==> src/rtl/alu_issue_arbiter.sv <==
// rtl/alu_issue_arbiter.sv - two-port ALU issue arbiter; define ALU_ARB_FIXED_PRIO_EN for fixed priority (req0 wins)
module alu_issue_arbiter #(
    parameter int XLEN  = 32,
    parameter int TAG_W = 4
) (
    input  logic             clk,
    input  logic             rst_n,
    input  logic             flush,

    input  logic             req0_valid,
    output logic             req0_ready,
    input  logic [3:0]       req0_op,
    input  logic [XLEN-1:0]  req0_a,
    input  logic [XLEN-1:0]  req0_b,
    input  logic [TAG_W-1:0] req0_tag,

    input  logic             req1_valid,
    output logic             req1_ready,
    input  logic [3:0]       req1_op,
    input  logic [XLEN-1:0]  req1_a,
    input  logic [XLEN-1:0]  req1_b,
    input  logic [TAG_W-1:0] req1_tag,

    output logic [3:0]       alu_ctrl,
    output logic [XLEN-1:0]  alu_a,
    output logic [XLEN-1:0]  alu_b,
    input  logic [XLEN-1:0]  alu_result,

    output logic             rsp_valid,
    input  logic             rsp_ready,
    output logic             rsp_id,
    output logic [TAG_W-1:0] rsp_tag,
    output logic [XLEN-1:0]  rsp_data
);

    // Issue stage (S1): its operand registers feed the external ALU directly.
    logic             s1_vld_q, s1_vld_d;
    logic             s1_id_q;
    logic [TAG_W-1:0] s1_tag_q;
    logic [3:0]       alu_ctrl_q;
    logic [XLEN-1:0]  alu_a_q;
    logic [XLEN-1:0]  alu_b_q;

    // Response stage (S2).
    logic             rsp_valid_q, rsp_valid_d;
    logic             rsp_id_q;
    logic [TAG_W-1:0] rsp_tag_q;
    logic [XLEN-1:0]  rsp_data_q;

    logic adv1, adv2;
    logic grant0, grant1;
    logic acc0, acc1, accept;
    logic s2_load;

    // S2 can take new data when empty or being drained; S1 can when empty or S2 can.
    assign adv2 = ~rsp_valid_q | rsp_ready;
    assign adv1 = ~s1_vld_q | adv2;

`ifndef ALU_ARB_FIXED_PRIO_EN
    // Remembers who won the last accepted handshake; reset to 1 so req0 wins first contention.
    logic last_grant_q;

    // Round-robin state moves only when a request is actually taken.
    always_ff @(posedge clk or negedge rst_n) begin
        if (!rst_n) begin
            last_grant_q <= 1'b1;
        end else if (accept) begin
            last_grant_q <= acc1;
        end
    end
`endif

    // Grant selection: a lone requester always wins; contention resolved by policy.
    always_comb begin
        grant0 = 1'b0;
        grant1 = 1'b0;
`ifdef ALU_ARB_FIXED_PRIO_EN
        grant0 = req0_valid;
        grant1 = req1_valid & ~req0_valid;
`else
        grant0 = req0_valid & (~req1_valid | last_grant_q);
        grant1 = req1_valid & (~req0_valid | ~last_grant_q);
`endif
    end

    // Flush blocks acceptance so nothing enters the pipe in a redirect cycle.
    assign req0_ready = grant0 & adv1 & ~flush;
    assign req1_ready = grant1 & adv1 & ~flush;
    assign acc0       = req0_valid & req0_ready;
    assign acc1       = req1_valid & req1_ready;
    assign accept     = acc0 | acc1;
    assign s2_load    = s1_vld_q & adv2 & ~flush;

    // Next-state of the two stage-valid flags; flush empties both stages.
    always_comb begin
        s1_vld_d    = s1_vld_q;
        rsp_valid_d = rsp_valid_q;
        if (flush) begin
            s1_vld_d    = 1'b0;
            rsp_valid_d = 1'b0;
        end else begin
            if (adv1) begin
                s1_vld_d = accept;
            end
            if (adv2) begin
                rsp_valid_d = s1_vld_q;
            end
        end
    end

    // Stage-valid registers.
    always_ff @(posedge clk or negedge rst_n) begin
        if (!rst_n) begin
            s1_vld_q    <= 1'b0;
            rsp_valid_q <= 1'b0;
        end else begin
            s1_vld_q    <= s1_vld_d;
            rsp_valid_q <= rsp_valid_d;
        end
    end

    // S1 payload loads only on an accept; otherwise ALU inputs keep their last values.
    always_ff @(posedge clk or negedge rst_n) begin
        if (!rst_n) begin
            s1_id_q    <= 1'b0;
            s1_tag_q   <= '0;
            alu_ctrl_q <= 4'b0000;
            alu_a_q    <= '0;
            alu_b_q    <= '0;
        end else if (accept) begin
            s1_id_q    <= acc1;
            s1_tag_q   <= acc1 ? req1_tag : req0_tag;
            alu_ctrl_q <= acc1 ? req1_op  : req0_op;
            alu_a_q    <= acc1 ? req1_a   : req0_a;
            alu_b_q    <= acc1 ? req1_b   : req0_b;
        end
    end

    // S2 captures the ALU result when S1 moves forward; payload holds when drained.
    always_ff @(posedge clk or negedge rst_n) begin
        if (!rst_n) begin
            rsp_id_q   <= 1'b0;
            rsp_tag_q  <= '0;
            rsp_data_q <= '0;
        end else if (s2_load) begin
            rsp_id_q   <= s1_id_q;
            rsp_tag_q  <= s1_tag_q;
            rsp_data_q <= alu_result;
        end
    end

    assign alu_ctrl  = alu_ctrl_q;
    assign alu_a     = alu_a_q;
    assign alu_b     = alu_b_q;
    assign rsp_valid = rsp_valid_q;
    assign rsp_id    = rsp_id_q;
    assign rsp_tag   = rsp_tag_q;
    assign rsp_data  = rsp_data_q;

endmodule

==> config.mk <==
export PLATFORM = sky130hd
export DESIGN_NAME = alu_issue_arbiter
export DESIGN_NICKNAME = d
export VERILOG_FILES = /design/src/rtl/alu_issue_arbiter.sv
export SDC_FILE = /design/constraint.sdc
export NUM_CORES = 1
export LEC_CHECK = 0
export ABC_CLOCK_PERIOD_IN_PS = 2250
export CORE_MARGIN = 5
export CORE_UTILIZATION = 30
export DETAILED_ROUTE_END_ITERATION = 10
export HOLD_SLACK_MARGIN = 0.03
export SETUP_SLACK_MARGIN = 0.1
export SLEW_MARGIN = 40
export SYNTH_ARGS = -nofsm -noshare
export SYNTH_HDL_FRONTEND = slang
export SYNTH_SLANG_ARGS = --single-unit
==> constraint.sdc <==
create_clock -name clk -period 2.25 [get_ports clk]
set_clock_uncertainty 0.1 [all_clocks]
set_input_delay 0.3375 -clock clk [delete_from_list [all_inputs] [get_ports clk]]
set_output_delay 0.3375 -clock clk [all_outputs]
set_load 0.03 [all_outputs]
==> metrics.txt <==
XOR/XNOR share of the synthesized area 0%; DP Wirelength 12700 microns; post-CTS setup buffer count 0; most frequent cells in the layout clkdlybuf4s50_1, dfrtp_1, o32ai_1; WL/cell 19.3 microns; DRC viols 0; # rows 48; first-pass GRT wire length about 26000 microns; Final nets about 820; leakage 3.39 nW; Layout area overhead 71.0%; unrepaired setup endpoints after global routing false; htree depth 4; most common cell after layout, fill and taps aside clkdlybuf4s50_1; CTS sink cnt 113; final worst-path cycle share 91.6%; Syn Inst Count ~360; grt ovf 0; Inst Count DP 845; Synth Area per Inst 14.8 sq um; Pwr Density 896 mW/mm^2; die area 0.0205 sq mm; Hold Path Class primary input to asynchronous set/reset pin; maximum fanout along the worst path 7; CTS Buf Count 17; initial DRC count 93; CP Class register to primary output; detailed-router iteration count before antenna repair 5; ratio of cells with drive above 1 in the final layout 25.0%; die height 143 microns; Slew HR between 60 and 70%; PnR Total Power 0.00816 W; endpoints failing hold 0; register area share after synthesis between 50% and 60%; status finished, final reports clean; Final ANT Viol Nets 0; fin crit period about 2.1 ns; Seq cells post-synth approximately 110; Worst Setup SP s1_vld_q; Worst Hold Slack about 0.34 ns; vias per cell 4.98; largest net degree at the start of global routing 44; Post-synth EDFFs 0; initial antenna violation count 1; Critical Path RT about 1.8 ns; maximum clock insertion buffer count 2; proportion of synthesized area in mux cells approximately 8%; WL final 16900 microns; Placer Congestion about 0.75; post-synth cell types 26; compound-gate portion of the synthesized area 32.3%; TritonCTS clock tree yes; Top FF cell, synth dfrtp_1; final slew viol count 0; Root Buffer clkbuf_16; Final Non-Filler Cells 878; largest family of logic cells by synthesized area compound AO/OA/AOI/OAI gates; Fmax achieved 0.485 GHz; Adder-Cell Fraction of Synth Area 0%; Syn. warnings 0; Worst Path Arrival 1.62 ns; vias roughly 4400; post-synth net total 541; FFs w/ async S/R, synth 100%; setup_tns 0 ns; simple-gate share of the synthesized area 1.95%; GR Util All Layers 16.2%; Ports between 200 and 300; crit path capture type primary output; max-cap violation count 0; width of the chip 143 microns; clk slew on worst S/H paths 0.05 ns; # port buffers 289; vias in the first global route between 4000 and 5000; launch point of the worst reg-to-reg path s1_vld_q; core footprint 0.0174 sq mm; filler instances around 1500; clk_lat worst skew between 0.4 and 0.5 ns; Cell Area, Synth ~0.0053 sq mm; Max IR drop VDD 0.000486 V; Initial Util 30.7%; worst slew pin tran a little under 0.5 ns; Worst Setup Start Kind register; # setup viols final 0
-- sequential cells by signal, summed over array words and instances (netlist names), 4 cells and up --
register  cells
alu_ctrl      4
alu_a        32
s1_tag_q      4
rsp_data     32
alu_b        32
rsp_tag       4
-- where the power goes --
| group | switching [W] | internal, W |
|---|---|---|
| combinational | 0.00145 | 0.00149 |
| sequential | 0.000250 | 0.00242 |
| clock | 0.000911 | 0.00164 |
| total | 0.00261 | 0.00555 |
-- through the flow --
| stage | instance area [sq um] | setup slack, ns | utilization, % |
|---|---|---|---|
| 4_1_cts | 9100 | 0.105 | 52.5 |
| 3_5_place_dp | 8530 | 0.0952 | 49.1 |
| 2_1_floorplan | 5340 | 0.271 | - |
| 3_3_place_gp | 8530 | 0.103 | 49.1 |
| 6_report | 9110 | 0.190 | 52.5 |
| 5_1_grt | 9110 | 0.115 | 52.5 |
-- cells in the mapped netlist, types with 2 or more instances --
cell type	instances	area [sq um]
inv_1	2	7.51
nor2_1	3	11.3
o32ai_1	72	631
a2bb2oi_1	3	26.3
clkbuf_1	23	86.3
mux2_2	37	417
dfrtp_1	112	2800
buf_2	10	50.1
buf_4	3	22.5
a2bb2oi_2	69	1040
buf_6	8	90.1
nor2b_1	2	12.5
nand2_1	2	7.51
-- area by class of cell --
cell class	instances	area (sq um)	area share, %
Timing Repair Buffer	306	3160	34.6
Sequential cell	113	2830	31.0
Multi-Input combinational cell	200	2270	25.0
Clock buffer	21	450	4.94
Tap cell	225	282	3.09
Clock inverter	10	113	1.24
Inverter	2	7.51	0.0824
Antenna cell	1	2.50	0.0275
-- logic make-up after synthesis --
family,Yosys count
compound gates,148
flops,113
buf+inv,46
mux,37
simple gates,15
-- path summary, 6_finish.rpt --
path	end	slack [ns]	cells past startpoint
max	req0_ready	0.19	3
min	rsp_data[6]	0.34	2
max reg2reg	alu_a[9]	0.51	4
min reg2reg	rsp_data[12]	0.40	1
max in group asynchronous	last_grant_q	1.02	3
min in group clk	rsp_data[12]	0.40	1
-- timing repair --
action | in CTS | in global routing
resized for setup | 0 | 2
hold buffers | 1 | 0
endpoints found under the hold margin | 33 | 0
setup endpoints to repair | 0 | 2
-- metal layers --
metal	routed length, microns	global-route usage (%)	share of wire (%)	vias to the layer above
li1	-	-	-	2041
met1	6630	18.9	39	2113
met2	8430	27.5	50	194
met3	1590	6.36	9.4	21
met4	274	5.05	1.6	0
met5	0	0	0	-
-- critical path, cell delays in order (launching register included) --
cell	delay, ns
dfrtp_1	0.41
and3b_1	0.32
nor4_2	0.27
buf_4	0.21
Note: power is estimated with default switching activity, not from simulation.
